===== src/rtl/timer_wb_regs_if.sv =====
// Wishbone classic bus bundle for the timer register block.
// Signal names keep the responder's point of view (i_ = into the registers).
interface timer_wb_regs_if #(
  parameter int DW = 32
);
  logic          i_wb_cyc;
  logic          i_wb_stb;
  logic          i_wb_we;
  logic [1:0]    i_wb_adr;
  logic [DW-1:0] i_wb_dat;
  logic [DW-1:0] o_wb_dat;
  logic          o_wb_ack;

  modport slave (
    input  i_wb_cyc, i_wb_stb, i_wb_we, i_wb_adr, i_wb_dat,
    output o_wb_dat, o_wb_ack
  );

  modport master (
    output i_wb_cyc, i_wb_stb, i_wb_we, i_wb_adr, i_wb_dat,
    input  o_wb_dat, o_wb_ack
  );
endinterface


===== src/rtl/timer_wb_regs.sv =====
// Register front end of timer_core: config registers, sticky irq status,
// saturating event counter and the active-low irq-clear pulse to the core.
module timer_wb_regs #(
  parameter int          DW         = 32,
  parameter logic [15:0] PERIOD_RST = 16'hFFFF
) (
  input  logic                 i_clk,
  input  logic                 i_rst,
  timer_wb_regs_if.slave       wb,
  output logic                 o_timer_core_en,
  output logic                 o_cont,
  output logic [15:0]          o_period,
  output logic                 o_irq_clear,
  input  logic                 i_core_irq,
  output logic                 o_irq
);

  localparam logic [1:0] A_CTRL   = 2'd0;
  localparam logic [1:0] A_PERIOD = 2'd1;
  localparam logic [1:0] A_STATUS = 2'd2;
  localparam logic [1:0] A_EVCNT  = 2'd3;

  logic          ack_q, ack_d;
  logic [DW-1:0] dat_q, dat_d;
  logic          en_q, en_d;
  logic          cont_q, cont_d;
  logic          irq_en_q, irq_en_d;
  logic [15:0]   period_q, period_d;
  logic          pending_q, pending_d;
  logic [7:0]    evcnt_q, evcnt_d;
  logic          irq_d_q, irq_d_d;
  logic          clr_n_q, clr_n_d;

  logic          req, wr, rd, irq_edge, w1c;
  logic [DW-1:0] rdat;

  // Only the low half-word of write data is ever stored.
  logic unused_wdat;
  assign unused_wdat = ^wb.i_wb_dat[DW-1:16];

  // Next-state: bus decode, register updates, event capture and clear pulse.
  always_comb begin
    req      = wb.i_wb_cyc & wb.i_wb_stb & ~ack_q;
    wr       = req & wb.i_wb_we;
    rd       = req & ~wb.i_wb_we;
    irq_edge = i_core_irq & ~irq_d_q;
    w1c      = wr & (wb.i_wb_adr == A_STATUS) & wb.i_wb_dat[0];

    rdat = '0;
    case (wb.i_wb_adr)
      A_CTRL:   rdat[2:0]  = {irq_en_q, cont_q, en_q};
      A_PERIOD: rdat[15:0] = period_q;
      A_STATUS: rdat[1:0]  = {i_core_irq, pending_q};
      default:  rdat[7:0]  = evcnt_q;
    endcase

    ack_d    = req;
    dat_d    = rd ? rdat : '0;
    en_d     = en_q;
    cont_d   = cont_q;
    irq_en_d = irq_en_q;
    period_d = period_q;
    irq_d_d  = i_core_irq;
    clr_n_d  = ~w1c;

    if (wr && wb.i_wb_adr == A_CTRL) begin
      en_d     = wb.i_wb_dat[0];
      cont_d   = wb.i_wb_dat[1];
      irq_en_d = wb.i_wb_dat[2];
    end
    if (wr && wb.i_wb_adr == A_PERIOD)
      period_d = wb.i_wb_dat[15:0];

    // Clear first so a coincident edge re-sets pending.
    pending_d = pending_q;
    if (w1c)      pending_d = 1'b0;
    if (irq_edge) pending_d = 1'b1;

    // Increment first so a coincident EVCNT write overrides it.
    evcnt_d = evcnt_q;
    if (irq_edge && evcnt_q != 8'hFF) evcnt_d = evcnt_q + 8'd1;
    if (wr && wb.i_wb_adr == A_EVCNT)  evcnt_d = 8'd0;
  end

  // State registers; async reset cancels any ack or clear pulse in flight.
  always_ff @(posedge i_clk or negedge i_rst) begin
    if (!i_rst) begin
      ack_q     <= 1'b0;
      dat_q     <= '0;
      en_q      <= 1'b0;
      cont_q    <= 1'b0;
      irq_en_q  <= 1'b0;
      period_q  <= PERIOD_RST;
      pending_q <= 1'b0;
      evcnt_q   <= 8'd0;
      irq_d_q   <= 1'b0;
      clr_n_q   <= 1'b1;
    end else begin
      ack_q     <= ack_d;
      dat_q     <= dat_d;
      en_q      <= en_d;
      cont_q    <= cont_d;
      irq_en_q  <= irq_en_d;
      period_q  <= period_d;
      pending_q <= pending_d;
      evcnt_q   <= evcnt_d;
      irq_d_q   <= irq_d_d;
      clr_n_q   <= clr_n_d;
    end
  end

  assign wb.o_wb_ack     = ack_q;
  assign wb.o_wb_dat     = dat_q;
  assign o_timer_core_en = en_q;
  assign o_cont          = cont_q;
  assign o_period        = period_q;
  assign o_irq_clear     = clr_n_q;
  assign o_irq           = pending_q & irq_en_q;

endmodule


===== src/flat_wrapper.sv =====
// flat-port wrapper written by rule: the top's interface ports become plain ports
module timer_wb_regs_flat 
#(
  parameter int          DW         = 32,
  parameter logic [15:0] PERIOD_RST = 16'hFFFF
)
  (i_clk, i_rst, o_timer_core_en, o_cont, o_period, o_irq_clear, i_core_irq, o_irq, wb_i_wb_cyc, wb_i_wb_stb, wb_i_wb_we, wb_i_wb_adr, wb_i_wb_dat, wb_o_wb_dat, wb_o_wb_ack);
  timer_wb_regs_if #(.DW(DW)) wb_i ();
  input  logic i_clk;
  input  logic i_rst;
  output logic o_timer_core_en;
  output logic o_cont;
  output logic [15:0] o_period;
  output logic o_irq_clear;
  input  logic i_core_irq;
  output logic o_irq;
  input wire logic [$bits(wb_i.i_wb_cyc)-1:0] wb_i_wb_cyc;
  input wire logic [$bits(wb_i.i_wb_stb)-1:0] wb_i_wb_stb;
  input wire logic [$bits(wb_i.i_wb_we)-1:0] wb_i_wb_we;
  input wire logic [$bits(wb_i.i_wb_adr)-1:0] wb_i_wb_adr;
  input wire logic [$bits(wb_i.i_wb_dat)-1:0] wb_i_wb_dat;
  output wire logic [$bits(wb_i.o_wb_dat)-1:0] wb_o_wb_dat;
  output wire logic [$bits(wb_i.o_wb_ack)-1:0] wb_o_wb_ack;
  assign wb_i.i_wb_cyc = wb_i_wb_cyc;
  assign wb_i.i_wb_stb = wb_i_wb_stb;
  assign wb_i.i_wb_we = wb_i_wb_we;
  assign wb_i.i_wb_adr = wb_i_wb_adr;
  assign wb_i.i_wb_dat = wb_i_wb_dat;
  assign wb_o_wb_dat = wb_i.o_wb_dat;
  assign wb_o_wb_ack = wb_i.o_wb_ack;
  timer_wb_regs #(.DW(DW), .PERIOD_RST(PERIOD_RST)) u_core (.i_clk(i_clk), .i_rst(i_rst), .wb(wb_i), .o_timer_core_en(o_timer_core_en), .o_cont(o_cont), .o_period(o_period), .o_irq_clear(o_irq_clear), .i_core_irq(i_core_irq), .o_irq(o_irq));
endmodule

===== config.mk =====
export PLATFORM = sky130hd
export DESIGN_NAME = timer_wb_regs_flat
export DESIGN_NICKNAME = d
export VERILOG_FILES = /design/src/rtl/timer_wb_regs_if.sv /design/src/rtl/timer_wb_regs.sv /design/src/flat_wrapper.sv
export SDC_FILE = /design/constraint.sdc
export NUM_CORES = 1
export LEC_CHECK = 0
export BUFFER_PORTS_ARGS = -buffer_cell sky130_fd_sc_hd__buf_2
export CAP_MARGIN = 20
export CORE_MARGIN = 2
export CORE_UTILIZATION = 30
export DETAILED_ROUTE_END_ITERATION = 6
export PLACE_DENSITY = 0.64
export SYNTH_ARGS = -nofsm -noshare
export SYNTH_HDL_FRONTEND = slang
export SYNTH_SLANG_ARGS = --single-unit

===== constraint.sdc =====
create_clock -name i_clk -period 1.5 [get_ports i_clk]
set_input_delay 0.3 -clock i_clk [delete_from_list [all_inputs] [get_ports i_clk]]
set_output_delay 0.3 -clock i_clk [all_outputs]
set_load 0.03 [all_outputs]

==> reports/results.txt, run 1 <==
IR analysis of the VDD net gives a maximum drop of 0.000510 V. The cell with the largest stage delay on the worst path was or4_4. For this design the ratio of total power to cell area is 1280 mW/mm². The mapped netlist covers 0.00216 mm². The share of the clock period used by the worst path after layout came out at 0.961. After synthesis, the largest family of logic cells by area is multiplexers.

The DRC violations left came out at 0. In this run the standard cell core region covers 0.00687 mm². The area of all placed cells without fillers was 0.00279 mm².

The share of flip-flops with an asynchronous set or reset was 1.00. Summing over every cut layer, the via total after detailed routing is 1555. STA puts the critical path data required time at 1.69 ns. The post-synthesis compound-gate area fraction was 0.0528; the arrival time at the worst endpoint was 1.63 ns.

At the later pin of the worst-skew pair, clock insertion delay measures 0.30 ns. The first global-routing pass estimated 7500 µm of wire. Share of final-layout standard cells stronger than drive strength 1: 0.534.

Setup violations remaining at the end of the flow were counted as 0. The tools report the cell at the root of the clock tree as clkbuf_8. The final number of hold-violating endpoints is 0, and the buffer depth of the longest clock path is 2. The via count of the first global-routing pass came out at 1540. STA classifies the critical path startpoint as a flip-flop. The run gives 4 as the detailed-router iteration count before antenna repair. Sorting the synthesized cells by area gives the leading types as dfrtp_1, dfstp_2, mux2_2. In the final routed layout, each cell accounts on average for 13.1 µm. The number of H-tree levels was 2. The initialized floorplan defines 30 standard-cell rows. In this run the remaining antenna-violating nets after routing total 0. The final count of pins violating max slew is 0. The area of the die was 0.00789 mm²; the antenna cell count was 0. Dividing the detail-routed via count by the number of cells gives 4.46. The largest fanout on the critical path is 7, and the count of pins on the block boundary is 93.

The area share of the largest cell type after synthesis is 0.348, and the number of distinct standard cells referenced by the synthesized netlist is 40. Based on the critical path, the design can be clocked at up to 0.694 GHz. The CTS clock-pin slew for the worst setup and hold paths is 0.09 ns. The worst setup path is captured at a flip-flop. The final core utilization is 0.407, and the vertical die dimension is 88.8 µm. The floorplan step set the die width to 88.8 µm. Timing analysis after detailed placement gives a worst setup slack of 0.00148 ns.

The worst setup path is of the reg2reg kind. For the max-cap check violation count, the log shows 0. TritonCTS built the clock tree.

The area of combinational cells with multiple inputs is 870 µm². The worst path in the final design needs a cycle of 1.44 ns, including I/O delays and setup. Across the routed clock network, the largest skew measured is 0.00970 ns. The signal on the critical path passes through or4_4 > mux2_2. On the worst path, the slowest cell contributes a delay of 0.59 ns. The area growth from synthesis to layout is 29.4%. For the violation count after the first detailed-route iteration, the log shows 101. For this run, the post-layout net count is 293. For the area used by sequential logic in the layout, the log shows 0.00120 mm². The static leakage is 0.00135 µW, and the initial core utilization is 0.314. The post-synthesis share of cell area spent on xor and xnor gates is 0.

Basic-gate share of the synthesized area counting and, or, nand and nor cells: 0.151. The number of port buffers was 60. Counting every instance in the synthesized netlist gives 167. The flow ran to the end, and the final reports show no timing, DRC or antenna violations. dfrtp_1 takes more of the synthesized area than any other cell.

Setup total negative slack on the finished layout was measured at 0 ns. In the post-route analysis, the smallest setup slack over all paths is 0.0587 ns. The flip-flop and latch count after synthesis is 47, and the proportion of synthesized chip area in sequential cells is 0.555. The run gives 0.124 as the combined global-route utilization of all metal layers.

The family of cells with the greatest summed delay on the critical path is simple AND/OR/NAND/NOR gates. In this run the post-CTS setup repair buffer count came out at 0. Setup repair after global routing could not meet its margin everywhere. The logs give 0.00269 mm² for the standard cell area after detailed placement and 685 for the number of inserted filler cells in the final layout. The run gives 18 as the largest net degree at the start of global routing. Summed over all layers, the global routing overflow is 0. The post-synthesis mux area share is 0.162, and the total routed wirelength is 4560 µm. Buffer and inverter count on the worst path: 0. Counting flops with a built-in enable in the synthesized netlist gives 0. The clock net in this run drives a total of 47 sinks. The adder and majority gate portion of the synthesized area came out at 0.00580. For the weighted congestion reported at the end of routability-driven placement, the log shows 0.878. TritonCTS created 5 clock buffers. Detailed placement ended at an HPWL of 3560 µm. The completed layout was analyzed and its total power is 3570 µW. The tightest min-delay check is of the in2reg type. The synthesized area per cell came out at 12.9 µm². In the synthesized netlist the dominant register cell turns out to be dfrtp_1. The number of antenna violations at the first check in global routing came out at 0. For the number of warnings reported in the yosys synthesis log, the log shows 0.
[layer usage]
layer  GRT usage  up-vias  routed length, µm
li1            -      744                  -
met1       0.151      747               1880
met2       0.210       56               2280
met3      0.0364        8                320
met4      0.0413        0                 81
met5           0        -                  0
[synthesized netlist by cell type (all sizes together) (4+ instances only)]
library cell and number:
buf 19, nand3 4, dfstp 17, mux2i 9, dfrtp 30, mux2 19
and2 9, nor3 5, nor2 6, o21ai 5
[power by group]
group	internal, µW	switching (µW)	total (µW)
combinational	430	652	1080
clock	329	436	765
sequential	1550	173	1720
[sequential cells by signal (all words and copies together) (netlist names)]
register / count
u_core.irq_d_q: 1
u_core.o_irq_clear: 1
u_core.o_cont: 1
u_core.wb.o_wb_ack: 1
u_core.wb.o_wb_dat: 16
u_core.irq_en_q: 1
u_core.o_timer_core_en: 1
u_core.pending_q: 1
u_core.evcnt_q: 8
u_core.o_period: 16
[cell usage in the layout, fill, tap and decap left out, types with 3 or more instances in the layout]
| cell | n |
|---|---|
| a21oi_1 | 3 |
| and2_1 | 9 |
| and3_1 | 3 |
| buf_12 | 3 |
| buf_2 | 60 |
| buf_4 | 18 |
| clkbuf_8 | 5 |
| conb_1 | 16 |
| dfrtp_1 | 29 |
| dfstp_2 | 17 |
| inv_1 | 3 |
| mux2_2 | 19 |
| mux2i_1 | 9 |
| nand3_1 | 4 |
| nand4b_1 | 3 |
| nor2_1 | 6 |
| nor3_1 | 5 |
| o21ai_0 | 5 |
[kinds of logic after synthesis]
group           count (synthesis)
other cells                     1
flops                          47
simple gates                   48
mux                            30
compound gates                 18
buf+inv                        22
fa+ha+maj                       1
[worst paths after layout]
path	start	end	slack [ns]	depth (start not counted)
max	u_core.wb.o_wb_ack	u_core.o_cont	0.06	2
min	i_core_irq	u_core.irq_d_q	0.18	1
max reg2reg	u_core.wb.o_wb_ack	u_core.o_cont	0.06	2
min reg2reg	u_core.o_period[11]	u_core.wb.o_wb_dat[11]	0.53	1
max in group asynchronous	i_rst	u_core.o_period[7]	0.51	3
min in group asynchronous	i_rst	u_core.wb.o_wb_dat[11]	0.46	2
[worst register-to-register path, cell delays in order, from the launching register on]
cell and delay [ns]:
dfrtp_2 0.46, or4_4 0.59, mux2_2 0.29
[timing repair]
action	CTS	global route
setup endpoints to repair	1	5
endpoints found under the hold margin	9	0
pin swaps	0	1
hold buffers	1	0
resized for setup	1	1
[stage by stage]
stage / instances / hold slack, ns
2_1_floorplan: 182 / 0.00441
3_3_place_gp: 340 / 0.267
3_5_place_dp: 340 / 0.266
4_1_cts: 349 / 0.174
5_1_grt: 349 / 0.171
6_report: 349 / 0.184
[final cells by class]
class / count / area share
sequential: 47 / 0.429
multi-input combinational: 113 / 0.311
timing repair buffer: 82 / 0.181
tap: 96 / 0.0430
clock buffer: 5 / 0.0246
clock inverter: 3 / 0.00672
inverter: 3 / 0.00403
Note: power is estimated with default switching activity, not from simulation.
==> inputs of run 2 (changes only) <==
--- a/config.mk
+++ b/config.mk
@@ -5,12 +5,12 @@
 export SDC_FILE = /design/constraint.sdc
 export NUM_CORES = 1
 export LEC_CHECK = 0
-export BUFFER_PORTS_ARGS = -buffer_cell sky130_fd_sc_hd__buf_2
 export CAP_MARGIN = 20
 export CORE_MARGIN = 2
-export CORE_UTILIZATION = 30
+export CORE_UTILIZATION = 45
 export DETAILED_ROUTE_END_ITERATION = 6
-export PLACE_DENSITY = 0.64
+export DONT_BUFFER_PORTS = 1
+export PLACE_DENSITY = 0.69
 export SYNTH_ARGS = -nofsm -noshare
 export SYNTH_HDL_FRONTEND = slang
 export SYNTH_SLANG_ARGS = --single-unit
==> reports/results.txt, run 2 (same netlist as run 1, synthesis figures left out) <==
The share of final-layout standard cells stronger than drive strength 1 was 0.371. The DRC violations left was 0. In this run the clock root is driven by a clkbuf_8. The worst path needs 1.45 ns of the cycle, external delays included.

The worst flop-to-flop path startpoint was u_core.wb.o_wb_ack. Once layout is complete, the cells apart from fillers number 240. The share of the clock period used by the worst path after layout is 0.968. Timing would allow up to 0.688 GHz.

Final number of hold-violating endpoints: 0. The total clock sinks is 47. The die is 73.3 µm wide. The setup slack of the worst register-to-register path is 0.05 ns, and the number of port buffers is 0.

The combined global-route utilization of all metal layers is 0.170, and the placed wire-length estimate after detailed placement is 3240 µm. The final layout contains 226 nets. Relative to the synthesized area, the layout overhead comes to 10.3%. The class of the most critical setup path is reg2reg. For this run, the detailed router's first-pass iteration total came to 4. At the worst endpoint, the required time is 1.68 ns. The number of H-tree levels is 2. Counting cells, the worst reg-to-reg path comes to 2.

Clock-pin slew was measured on the worst setup and hold paths at 0.08 ns. The final global-route overflow total came out at 0. After detailed routing, the average wire length per cell comes to 17.9 µm. For the count of final setup violators, the log shows 0. Detail-routed via count per cell: 5.56.

The initial core utilization came out at 0.463. Setup repair after global routing could not meet its margin everywhere. The number of antenna violations at the first check in global routing is 0. The tools report the routing usage on met1 as 0.205. Leaving out fill and tap cells, the most frequent cells in the layout are dfrtp_1, mux2_2, dfstp_2, conb_1, buf_4. The violation count after the first detailed-route iteration was 105.

The logs give 5 for the number of CTS-inserted buffers and 228 for the number of placed instances, taps included. The first global-routing pass estimated 6890 µm of wire. The count of pins on the block boundary came out at 93. Worst reg2reg path endpoint: u_core.irq_en_q. The largest fanout on the critical path was 7; the total negative slack was 0 ns. The buffer depth of the longest clock path is 2.

The floorplan has 25 rows. Max-cap violations in this run came to 0. The final route contains 1335 vias. The floorplan step set the die height to 73.3 µm. Launch instance of the worst min-delay path: i_core_irq. The library cell used most frequently in the layout, excluding fill and tap cells, is dfrtp_1. The logs give 4290 µm for the total routed wirelength and 0 for the number of nets with antenna violations after detailed routing. The global-route track usage on met2 was 0.290. For the worst-skew pair, the clock arrives at the later sink with an insertion delay of 0.30 ns.

The power per cell area works out to 1420 mW/mm². The logs give 0.000765 V for the worst vdd rail ir drop and 0 for the antenna cell count. The number of stages on the worst hold path came out at 0. The final count of pins violating max slew is 0. Total power for the finished layout comes to 3370 µW. The startpoint class of the critical path is a flip-flop. The global-route layer with the greatest usage was met2.

At the end of routability-driven placement, the weighted congestion stood at 0.896. The run gives 0.0384 as the global-route track usage on met3. The logs give 48 for the largest net degree at the start of global routing and 1409 for the via count of the first global-routing pass.

The run gives 0.00845 ns as the largest clock skew in the final design. Kind of capture point of the worst setup path: a flip-flop. At the worst endpoint, the arrival time is 1.63 ns. The tools report the static leakage as 0.00105 µW.

TritonCTS built the clock tree. The run finished with clean final reports. The core region is 0.00466 mm². The die covers 0.00537 mm². The path with the worst hold slack has its endpoint at u_core.irq_d_q.

Classification of the worst-slack hold path: in2reg.
[run 2: changes by cell type in the layout (fill, tap and decap cells not counted)]
cell      delta
buf_2       -60
buf_4        -6
buf_12       -2
a21boi_0     -1
a21boi_1     +1
and4_1       -1
and4_4       +1
buf_16       +1
clkinv_2     +1
inv_6        -1
[run 2: power breakdown]
| group | total (µW) | internal [µW] | switching, µW |
|---|---|---|---|
| Sequential | 2000 | 1560 | 443 |
| Combinational | 653 | 311 | 342 |
| Clock | 713 | 319 | 395 |
[run 2: cell type report]
type	count	area, µm²
Sequential cell	47	1200
Inverter	3	11.3
Tap cell	54	67.6
Clock buffer	5	68.8
Multi-Input combinational cell	113	872
Fill cell	412	2280
Timing Repair Buffer	15	148
Clock inverter	3	15.0
[run 2: worst max-delay path by stage]
stage | from | end
3_5_place_dp | u_core.evcnt_q[0] | u_core.evcnt_q[0]
6_report | u_core.wb.o_wb_ack | u_core.irq_en_q
4_1_cts | u_core.evcnt_q[0] | u_core.evcnt_q[0]
2_1_floorplan | u_core.wb.o_wb_ack | u_core.o_period[10]
3_3_place_gp | u_core.evcnt_q[0] | u_core.evcnt_q[3]
5_1_grt | u_core.wb.o_wb_ack | u_core.pending_q
[run 2: through the flow]
| step | setup slack, ns | instance area [µm²] | hold WS (ns) | util |
|---|---|---|---|---|
| floorplan | -0.0481 | 2220 | 0.00441 | - |
| global placement | 0.0618 | 2230 | 0.00576 | 0.479 |
| global route | -0.0333 | 2380 | 0.0108 | 0.511 |
| CTS | 0.0139 | 2360 | 0.0170 | 0.506 |
| finish | 0.0474 | 2380 | 0.0293 | 0.511 |
| detailed placement | -0.0238 | 2230 | 0.00614 | 0.479 |
[run 2: what timing repair did]
item,CTS,global route
gates resized for setup,1,3
endpoints found under the hold margin,47,0
setup endpoints to repair,2,7
setup buffers,0,2
hold buffers,2,0
[run 2: critical path, stage by stage (launching register included)]
cell and delay [ns]:
dfrtp_2 0.46, or4_4 0.59, mux2_2 0.29
[run 2: layer usage]
layer / vias to the layer above / part of all wire
li1: 606 / -
met1: 649 / 0.38
met2: 73 / 0.53
met3: 7 / 0.074
met4: 0 / 0.019
met5: - / 0
==> inputs of run 3 (changes only) <==
--- a/config.mk
+++ b/config.mk
@@ -11,6 +11,7 @@
 export DETAILED_ROUTE_END_ITERATION = 6
 export DONT_BUFFER_PORTS = 1
 export PLACE_DENSITY = 0.69
+export RECOVER_POWER = 100
 export SYNTH_ARGS = -nofsm -noshare
 export SYNTH_HDL_FRONTEND = slang
 export SYNTH_SLANG_ARGS = --single-unit
==> reports/results.txt, run 3 (same netlist as run 1, synthesis figures left out) <==
The horizontal extent of the die is 73.3 µm, and the total clock sinks is 47. The tools report the number of cell rows as 25. The multi-input combinational cells in the finished layout cover a total of 872 µm². TritonCTS built the clock tree. The tools report the first-pass GRT wire length as 6890 µm. Counting I/O delays and the setup requirement, the final critical path takes 1.45 ns.

The worst register-to-register path begins at u_core.wb.o_wb_ack. The startpoint class of the critical path is a flip-flop. In this run the power density over the cells is 1420 mW/mm².

The number of nets with antenna violations after detailed routing was 0. The share of final-layout standard cells stronger than drive strength 1 works out to 0.371. Data on the critical path is required at its endpoint by 1.68 ns. The max-cap check violation count was 0. The first detailed-routing pass ran for 5 iterations.

The tools report the cell at the root of the clock tree as clkbuf_8. The logs give 0.30 ns for the clock insertion delay at the later pin of the skew report and 2 for the number of H-tree levels. The switching fraction of total power is 0.350.

In this run, CTS created clock tree buffers numbering 5. The number of antenna violations at the first check in global routing came out at 0. In this design, the stage delay of the slowest critical-path cell is 0.59 ns.

Setup repair after global routing could not meet its margin everywhere. In the final routed layout, each cell accounts on average for 17.8 µm. The cell family contributing the most delay on the critical path is simple AND/OR/NAND/NOR gates.

Leaving out fill and tap cells, the most frequent cells in the layout are dfrtp_1, mux2_2, dfstp_2, conb_1, buf_4. In this run the most critical hold path is launched from i_core_irq. The routed via count is 1340. The signal on the critical path passes through or4_4 > mux2_2. The max-slew headroom at the worst pin was 0.602. The logs give 0.00841 ns for the largest clock skew in the final design and 0 for the final global-route overflow total. 0 antenna diodes ended up in the layout.

The floorplan step defined a die boundary enclosing 0.00537 mm². The initial core utilization is 0.463. The buffer and inverter count on the worst path is 0. Share of the clock period used by the worst path after layout: 0.968. The combinational group share of total power is 0.192.

The run gives 0.596 as the sequential share of power. The weighted congestion reported at the end of routability-driven placement was 0.896; the count of pins on the block boundary was 93. The total routed wirelength was 4270 µm. In the routed layout, each cell is associated on average with a via count of 5.58. The worst reg-to-reg path cell count is 2, and the placed wire-length estimate after detailed placement is 3240 µm. Entering global routing, the biggest net connects 48 pins. The cell internal power dissipation was 2180 µW; the number of port buffers was 0. The tools report the DRC violations left as 0. The run gives 1409 as the via count of the first global-routing pass.

Leaving out fill and tap cells, the most frequent cell in the layout is dfrtp_1. The worst setup path is captured at a flip-flop. Timing analysis after detailed placement gives a worst setup slack of -0.0238 ns. The worst reg2reg path endpoint is u_core.irq_en_q. The tools report the fraction of power consumed by the clock network as 0.212.

The area growth from synthesis to layout is 9.39%. The arrival time at the worst endpoint is 1.63 ns. In the final layout, flip-flops and latches occupy 0.00120 mm². The count of final setup violators was 0. At the pin with the least slew margin, the transition time is 0.597 ns.

Power comes to 3360 µW. The number of stages on the worst hold path is 0. After clock tree synthesis, the clock-pin slew on the worst setup and hold paths is 0.08 ns. The final count of pins violating max slew is 0. Counting along the longest clock path gives a buffer depth of 2. For the violation count after the first detailed-route iteration, the log shows 106.

For hold timing, the worst endpoint is u_core.irq_d_q. The classification of the worst-slack hold path was in2reg. The worst vdd rail ir drop is 0.000766 V. For the final worst setup slack, the log shows 0.0473 ns. In this run the power spent charging and discharging nets is 1180 µW.

For this design, the slowest cell found on the critical path is or4_4. Counting the fill cells in the layout gives 414. The run gives 0.00466 mm² as the core area. The run gives 0.05 ns as the setup slack of the worst register-to-register path. The run finished with clean final reports.

The maximum clock rate was 0.688 GHz; the vertical die dimension was 73.3 µm. The analysis attributes to cell leakage a power of 0.00104 µW. The count of nets after finishing was 226.

The combined global-route utilization of all metal layers is 0.170, and the largest fanout on the critical path is 7. Final number of hold-violating endpoints: 0. The class of the most critical setup path is reg2reg.
==> run 3: through the flow <==
step | setup TNS [ns] | util | cell area (µm²) | cells | hold WS [ns]
2_1_floorplan | -0.513 | - | 2220 | 182 | 0.00441
3_3_place_gp | 0 | 0.479 | 2230 | 228 | 0.00576
3_5_place_dp | -0.0279 | 0.479 | 2230 | 228 | 0.00614
4_1_cts | 0 | 0.506 | 2360 | 238 | 0.0170
5_1_grt | -0.0333 | 0.507 | 2360 | 240 | 0.0108
6_report | 0 | 0.507 | 2360 | 240 | 0.0313
==> run 3: final cells by class <==
cell class | count | share of cell area
Clock buffer | 5 | 0.0291
Clock inverter | 3 | 0.00636
Inverter | 3 | 0.00477
Multi-Input combinational cell | 113 | 0.369
Sequential cell | 47 | 0.508
Tap cell | 54 | 0.0286
Timing Repair Buffer | 15 | 0.0541
==> run 3: repair_timing <==
| action | 4_1_cts | 5_1_grt |
|---|---|---|
| setup buffers | 0 | 2 |
| hold buffers | 2 | 0 |
| hold endpoints to repair | 47 | 0 |
| setup endpoints to repair | 2 | 7 |
| gates resized for setup | 1 | 3 |
==> run 3: power by group through the flow <==
stage | combinational, µW | sequential [µW] | clock (µW)
final | 646 | 2000 | 712
after detailed placement | 610 | 2030 | 0
after floorplan | 453 | 2000 | 0
after global placement | 580 | 2010 | 0
after global routing | 717 | 2040 | 811
after CTS | 646 | 2000 | 746
==> run 3: routing by layer <==
metal  share of wire  global-route usage  routed length, µm
met3           0.075              0.0384                319
met5               0                   0                  0
met1            0.38               0.205               1610
met2            0.53               0.290               2260
met4           0.019              0.0761                 80
==> run 3: how the worst max path moves through the flow <==
stage / start / endpoint / cells after the start
after global routing: u_core.wb.o_wb_ack / u_core.pending_q / 3
after CTS: u_core.evcnt_q[0] / u_core.evcnt_q[0] / 5
after floorplan: u_core.wb.o_wb_ack / u_core.o_period[10] / 3
after detailed placement: u_core.evcnt_q[0] / u_core.evcnt_q[0] / 5
after global placement: u_core.evcnt_q[0] / u_core.evcnt_q[3] / 4
final: u_core.wb.o_wb_ack / u_core.irq_en_q / 2
